### src/rtl/bp_be_mmu_cmd_arbiter.sv
`default_nettype none
// ============================================================================
// Module   : bp_be_mmu_cmd_arbiter
// Purpose  : Shares the single MMU command port between the memory pipe and
//            the page-table walker. Registers the granted command, holds it
//            until the MMU accepts it, tracks the one outstanding response
//            and replays pipe commands that miss, up to a bounded count.
// Revision : 1.0  initial release
// ============================================================================
module bp_be_mmu_cmd_arbiter #(
  parameter int cmd_width_p    = 128,
  parameter int replay_limit_p = 3,
  parameter int replay_delay_p = 4
) (
  input  logic                   clk_i,
  input  logic                   reset_i,

  input  logic [cmd_width_p-1:0] pipe_cmd_i,
  input  logic                   pipe_cmd_v_i,
  output logic                   pipe_cmd_ready_o,

  input  logic [cmd_width_p-1:0] ptw_cmd_i,
  input  logic                   ptw_cmd_v_i,
  output logic                   ptw_cmd_ready_o,

  input  logic                   flush_i,

  output logic [cmd_width_p-1:0] mmu_cmd_o,
  output logic                   mmu_cmd_v_o,
  input  logic                   mmu_cmd_ready_i,

  input  logic                   resp_v_i,
  input  logic                   miss_v_i,

  output logic                   busy_o,
  output logic                   fail_o
);

  // Counter widths; each counter is kept at least one bit wide so that
  // degenerate parameter choices still elaborate.
  localparam int C_CNT_W = (replay_limit_p < 1) ? 1 : $clog2(replay_limit_p + 1);
  localparam int C_DLY_W = (replay_delay_p < 2) ? 1 : $clog2(replay_delay_p);
  localparam logic [C_CNT_W-1:0] C_LIMIT    = C_CNT_W'(replay_limit_p);
  localparam logic [C_DLY_W-1:0] C_DLY_LAST = C_DLY_W'(replay_delay_p - 1);

  typedef enum logic [1:0] {
    S_IDLE   = 2'd0,
    S_ISSUE  = 2'd1,
    S_WAIT   = 2'd2,
    S_REPLAY = 2'd3
  } state_t;

  state_t                   r_state;
  logic [cmd_width_p-1:0]   r_cmd;
  logic                     r_cmd_v;
  logic                     r_fail;
  logic                     r_rr;          // 1: pipe wins the next tie
  logic                     r_owner_pipe;  // current command came from the pipe
  logic [C_CNT_W-1:0]       r_cnt;         // replays already issued for this command
  logic [C_DLY_W-1:0]       r_dly;         // cycles spent in REPLAY so far

  logic w_idle;
  logic w_pipe_req;
  logic w_pipe_gnt;
  logic w_ptw_gnt;
  logic w_kill;

  // A flush in IDLE masks the pipe request, so the PTW may still be granted.
  assign w_idle     = (r_state == S_IDLE);
  assign w_pipe_req = pipe_cmd_v_i & ~flush_i;
  assign w_ptw_gnt  = w_idle & ptw_cmd_v_i & (~w_pipe_req | ~r_rr);
  assign w_pipe_gnt = w_idle & w_pipe_req  & (~ptw_cmd_v_i | r_rr);
  // Flush only ever cancels work owned by the pipe.
  assign w_kill     = flush_i & r_owner_pipe;

  assign pipe_cmd_ready_o = w_pipe_gnt;
  assign ptw_cmd_ready_o  = w_ptw_gnt;
  assign mmu_cmd_o        = r_cmd;
  assign mmu_cmd_v_o      = r_cmd_v;
  assign fail_o           = r_fail;
  assign busy_o           = (r_state != S_IDLE);

  // Arbitration / issue / response / replay state machine with registered outputs.
  always_ff @(posedge clk_i or posedge reset_i) begin
    if (reset_i) begin
      r_state      <= S_IDLE;
      r_cmd        <= '0;
      r_cmd_v      <= 1'b0;
      r_fail       <= 1'b0;
      r_rr         <= 1'b0;
      r_owner_pipe <= 1'b0;
      r_cnt        <= '0;
      r_dly        <= '0;
    end else begin
      r_fail <= 1'b0;
      case (r_state)
        S_IDLE: begin
          if (w_pipe_gnt || w_ptw_gnt) begin
            r_cmd        <= w_pipe_gnt ? pipe_cmd_i : ptw_cmd_i;
            r_owner_pipe <= w_pipe_gnt;
            r_rr         <= w_ptw_gnt;
            r_cnt        <= '0;
            r_dly        <= '0;
            r_cmd_v      <= 1'b1;
            r_state      <= S_ISSUE;
          end
        end
        S_ISSUE: begin
          // A flush coinciding with ready still lets the MMU take the
          // command; its response later arrives in IDLE and is ignored.
          if (w_kill) begin
            r_cmd_v <= 1'b0;
            r_cnt   <= '0;
            r_state <= S_IDLE;
          end else if (mmu_cmd_ready_i) begin
            r_cmd_v <= 1'b0;
            r_state <= S_WAIT;
          end
        end
        S_WAIT: begin
          if (w_kill) begin
            r_cnt   <= '0;
            r_state <= S_IDLE;
          end else if (resp_v_i) begin
            if (!miss_v_i || !r_owner_pipe) begin
              r_cnt   <= '0;
              r_state <= S_IDLE;
            end else if (r_cnt < C_LIMIT) begin
              r_cnt   <= r_cnt + C_CNT_W'(1);
              r_dly   <= '0;
              r_state <= S_REPLAY;
            end else begin
              r_fail  <= 1'b1;
              r_cnt   <= '0;
              r_state <= S_IDLE;
            end
          end
        end
        S_REPLAY: begin
          // REPLAY lasts exactly replay_delay_p cycles before re-issue.
          if (w_kill) begin
            r_cnt   <= '0;
            r_state <= S_IDLE;
          end else if (r_dly == C_DLY_LAST) begin
            r_dly   <= '0;
            r_cmd_v <= 1'b1;
            r_state <= S_ISSUE;
          end else begin
            r_dly <= r_dly + C_DLY_W'(1);
          end
        end
        default: begin
          r_cmd_v <= 1'b0;
          r_state <= S_IDLE;
        end
      endcase
    end
  end

endmodule
`default_nettype wire

### config.mk
export PLATFORM = sky130hd
export DESIGN_NAME = bp_be_mmu_cmd_arbiter
export DESIGN_NICKNAME = d
export VERILOG_FILES = /design/src/rtl/bp_be_mmu_cmd_arbiter.sv
export SDC_FILE = /design/constraint.sdc
export NUM_CORES = 1
export LEC_CHECK = 0
export ABC_AREA = 1
export BUFFER_PORTS_ARGS = -buffer_cell sky130_fd_sc_hd__buf_2
export CORE_ASPECT_RATIO = 1.5
export CORE_MARGIN = 5
export CORE_UTILIZATION = 30
export DETAILED_ROUTE_END_ITERATION = 10
export GPL_ROUTABILITY_DRIVEN = 1
export SLEW_MARGIN = 20
export SYNTH_ARGS = -nofsm -noshare
export SYNTH_HDL_FRONTEND = slang
export SYNTH_SLANG_ARGS = --single-unit
### constraint.sdc
create_clock -name clk_i -period 5.3 [get_ports clk_i]
set_input_delay 1.06 -clock clk_i [delete_from_list [all_inputs] [get_ports clk_i]]
set_output_delay 1.06 -clock clk_i [all_outputs]
set_load 0.1 [all_outputs]
# == After elaboration in Yosys (flattened, before gate mapping) ==
# Index checks and enable logic that the tools add are counted.
# word_totals
elab_cells,88
output_inout_bits,133
ff_bits,138
inputBits,264
# op_classes
n_mux,36
n_reduce_logical,14
n_addsub,2
magnitude_cmp,1
eq_ne,15
bitwise,12
# ops
op,count
128-bit two-way mux,1
2-bit two-way mux,21
2-bit != test (second input constant),6
2-bit one-hot mux with 3 select lines,2
1-bit two-way mux,10
3-bit != test (second input constant),3
2-bit one-hot mux with 4 select lines,1
7-bit AND reduction,1
1-bit bitwise AND,6
2-bit equality test (second input constant),3
3-bit nonzero test,2
5-bit AND reduction,1
2-bit by 1-bit adder with 2-bit output (second input constant),2
2-bit by 1-bit != test with 1-bit output (second input constant),2
1-bit inverter,4
4-bit AND reduction,1
1-bit one-hot mux with 3 select lines,1
3-bit AND reduction,1
2-bit by 1-bit equality test with 1-bit output (second input constant),1
1-bit zero test,2
2-bit zero test,1
1-bit logical OR,2
2-bit less-than comparator (second input constant),1
1-bit bitwise OR,2
3 further kinds,3

# == Longest topological paths before layout ==
# logic_depth
depth_word,8
depth_mapped,10
mapped_depth_nobuf,9

# == Worst setup path before layout ==
# No wires, ideal clock.
# synth_timing
kind,input port to output port
from,input flush_i
to,output pipe_cmd_ready_o
setup_slack_ps,1998
path_stages,7
path_buffers,2
t_arrival_ps,2242
required_time_ps,4240
cell_sequence,inv_2 -> nand2_2 -> inv_2 -> nand3_4 -> buf_4 -> buf_2 -> inv_1
# synth_via
elab_chain_cells,4
# synth_rtl
element,line,text
start: declaration,26,"input logic flush_i,"
1-bit inverter,70,assign w_pipe_req = pipe_cmd_v_i & ~flush_i;
1-bit bitwise AND,70,
1-bit bitwise AND (2 in series),72,assign w_pipe_gnt = w_idle & w_pipe_req & (~ptw_cmd_v_i | r_rr);
end: declaration,20,"output logic pipe_cmd_ready_o,"
# Every way passes these cells.

# == Worst setup path after layout ==
# layout_timing
from,register r_state[0]
to,output busy_o
# layout_via
elab_chain_cells,1
# layout_rtl
element,line,text
start: declaration,53,state_t r_state;
start signal: assignment,86,r_state <= S_IDLE;
start signal: assignment,105,r_state <= S_ISSUE;
start signal: assignment,114,r_state <= S_IDLE;
2-bit nonzero test,81,assign busy_o = (r_state != S_IDLE);
end: declaration,35,"output logic busy_o,"
# Every way passes these cells.

==> impl_metrics.tcl <==
set metrics [dict create \
    routedWlPerCell_um 15.9 \
    synth.distinct_cells 20 \
    end_kind "primary output" \
    route.final.wire_length_um 30400 \
    coreArea_mm2 0.0279 \
    critPathRequiredTime_ps 4240 \
    start_util_pct 30.3 \
    fmax_ghz 0.254 \
    crit_arrival_ps 2880 \
    rows 75 \
    die_area_mm2 0.0317 \
    grt_setup_unrepaired "no" \
    ys_seq_area_share_pct 40.9 \
    grt_pass1_vias 8779 \
    cts_tree "yes" \
    hold_viol_final 0 \
    die_x_um 147 \
    areaGrowthSynthToFinish_pct 31.4 \
    ctsHoldBuffers 0 \
    status "finished clean" \
    grt_pass1_wl_um 47400 \
    finalMaxSlewViolations 0 \
    place_congestion 0.839 \
    drive_gt1_share_pct 28.7 \
    antenna_found_initial 3 \
    insertion_delay_ps 420 \
    synthesis.nets 1493 \
    ioPinCount 397 \
    path_max_fanout 92 \
    worstSetupPathType "reg2out" \
    worstHoldPathType "reg2reg" \
    final_nets 1820 \
    drt_first_pass_iters 5 \
    grt_overflow_total 0 \
    fin_tns_setup_ps 0 \
    path_clk_slew_ps 60 \
    grt.total_usage_pct 18.5 \
    io_buffers 396 \
    tightest_slew_ps 1050 \
    maxCapViolCount 0 \
    numCtsBuffers 17 \
    startpoint_type "flop" \
    cts_setup_buffers 0 \
    drcViolationCount 0 \
    fillers 2975 \
    post-dp-hpwl_um 21000 \
    root_buffer "clkbuf_16" \
    netlist_instances 1222 \
    vias 9132 \
    drtIter0Drc 493 \
    synth_seq_cells 138 \
    avgSynthCellArea_um2 6.91 \
    dieHeight_um 215 \
    grt_max_degree 97 \
    viasPerCell 4.78 \
    cts.sinks 138 \
    antenna_left 0 \
    syn_area_mm2 0.00844 \
    yosysWarnings 0 \
    final-setup-viol-count 0 \
    cts_resized 0 \
    max_slew_margin_pct 29.8 \
    htreeDepth 4 \
    clockBufferDepth 2 \
    min_period_over_period_pct 74.4 \
    layout_min_cycle_time_ps 3940 \
    clock_skew_ps 10.4 \
]
[through the flow]
stage	hold slack (ps)	instances	instance area [µm²]	worst slack, ps	utilization, %
final	488	1910	11100	1360	39.8
after global routing	516	1910	11100	1180	39.8
after CTS	486	1908	11100	1290	39.8
after detailed placement	466	1876	10500	1470	37.6
after global placement	465	1876	10500	1480	37.6
after floorplan	446	1222	8440	544	-
[cells by family after synthesis]
group,count (synthesis),share of synthesized area [%]
AND/OR/NAND/NOR,695,39.1
buffers and inverters,374,18.5
AO/OA/AOI/OAI,8,0.519
flip-flops,138,40.9
adder cells (fa/ha/maj),7,1.04
[routing by layer]
metal	global-route usage [%]	share of wire, %	up-vias
li1	-	-	4525
met2	32.2	51	329
met5	0	0.043	-
met1	23.0	41	4240
met4	5.66	2.1	2
met3	4.01	6.1	36
[cells in the mapped netlist (all sizes together)]
cell type | instances | share of area (%)
nor3 | 1 | 0.059
inv | 275 | 12
dfrtp | 138 | 41
ha | 7 | 1.0
nand3 | 267 | 16
nand4 | 132 | 9.8
o21ai | 6 | 0.40
buf | 86 | 5.6
or2 | 1 | 0.074
nand3b | 1 | 0.089
nand2 | 288 | 13
a21oi | 2 | 0.12
nor2 | 5 | 0.22
clkbuf | 13 | 0.58
[registers in the layout, summed over array words and instances, names as in the netlist]
name	count
r_state	2
r_owner_pipe	1
r_dly	2
fail_o	1
mmu_cmd_v_o	1
mmu_cmd_o	128
r_cnt	2
r_rr	1
[worst paths after layout]
| path | start | to | slack (ps) | depth (start not counted) |
|---|---|---|---|---|
| worst max-delay path | r_state[0] | busy_o | 1360 | 5 |
| worst min-delay path | r_dly[1] | r_dly[1] | 490 | 2 |
| worst max register to register | r_state[0] | mmu_cmd_o[14] | 1650 | 8 |
| worst min register to register | r_dly[1] | r_dly[1] | 490 | 2 |
| max in group asynchronous | reset_i | mmu_cmd_o[50] | 3680 | 3 |
| min in group asynchronous | reset_i | mmu_cmd_o[91] | 730 | 2 |
[placed cells by master, fill, tap and decap left out, types with 2 or more instances in the layout]
| cell | netlist | final |
|---|---|---|
| buf_2 | 69 | 396 |
| nand2_1 | 287 | 285 |
| inv_1 | 272 | 271 |
| nand3_1 | 266 | 266 |
| dfrtp_1 | 138 | 138 |
| nand4_1 | 132 | 132 |
| clkbuf_16 | 0 | 17 |
| buf_4 | 16 | 9 |
| ha_1 | 7 | 6 |
| nor2_1 | 5 | 5 |
| o21ai_0 | 5 | 5 |
| inv_6 | 0 | 5 |
| clkinvlp_4 | 0 | 4 |
| bufinv_16 | 0 | 3 |
| diode_2 | 0 | 2 |
| inv_2 | 3 | 2 |
| nand2_4 | 0 | 2 |
| a21oi_1 | 2 | 2 |
| clkinv_2 | 0 | 2 |
| buf_12 | 0 | 2 |
[critical path: stages (launching register included)]
cell	delay, ps
dfrtp_1	410
inv_1	150
ha_4	510
buf_4	870
inv_2	130
buf_2	340
[layout make-up]
| class | count | area [µm²] | share of cell area (%) |
|---|---|---|---|
| clock buffers | 19 | 443 | 3.99 |
| well taps | 346 | 433 | 3.90 |
| multi-input cells | 710 | 3460 | 31.2 |
| repair buffers | 407 | 2090 | 18.8 |
| clock inverters | 13 | 165 | 1.49 |
| inverters | 275 | 1040 | 9.38 |
| flip-flops and latches | 138 | 3450 | 31.1 |
| diodes | 2 | 5.00 | 0.0451 |
Power is not shown: default switching activity piles up to over one toggle a cycle in this logic, so the estimate is an artifact.
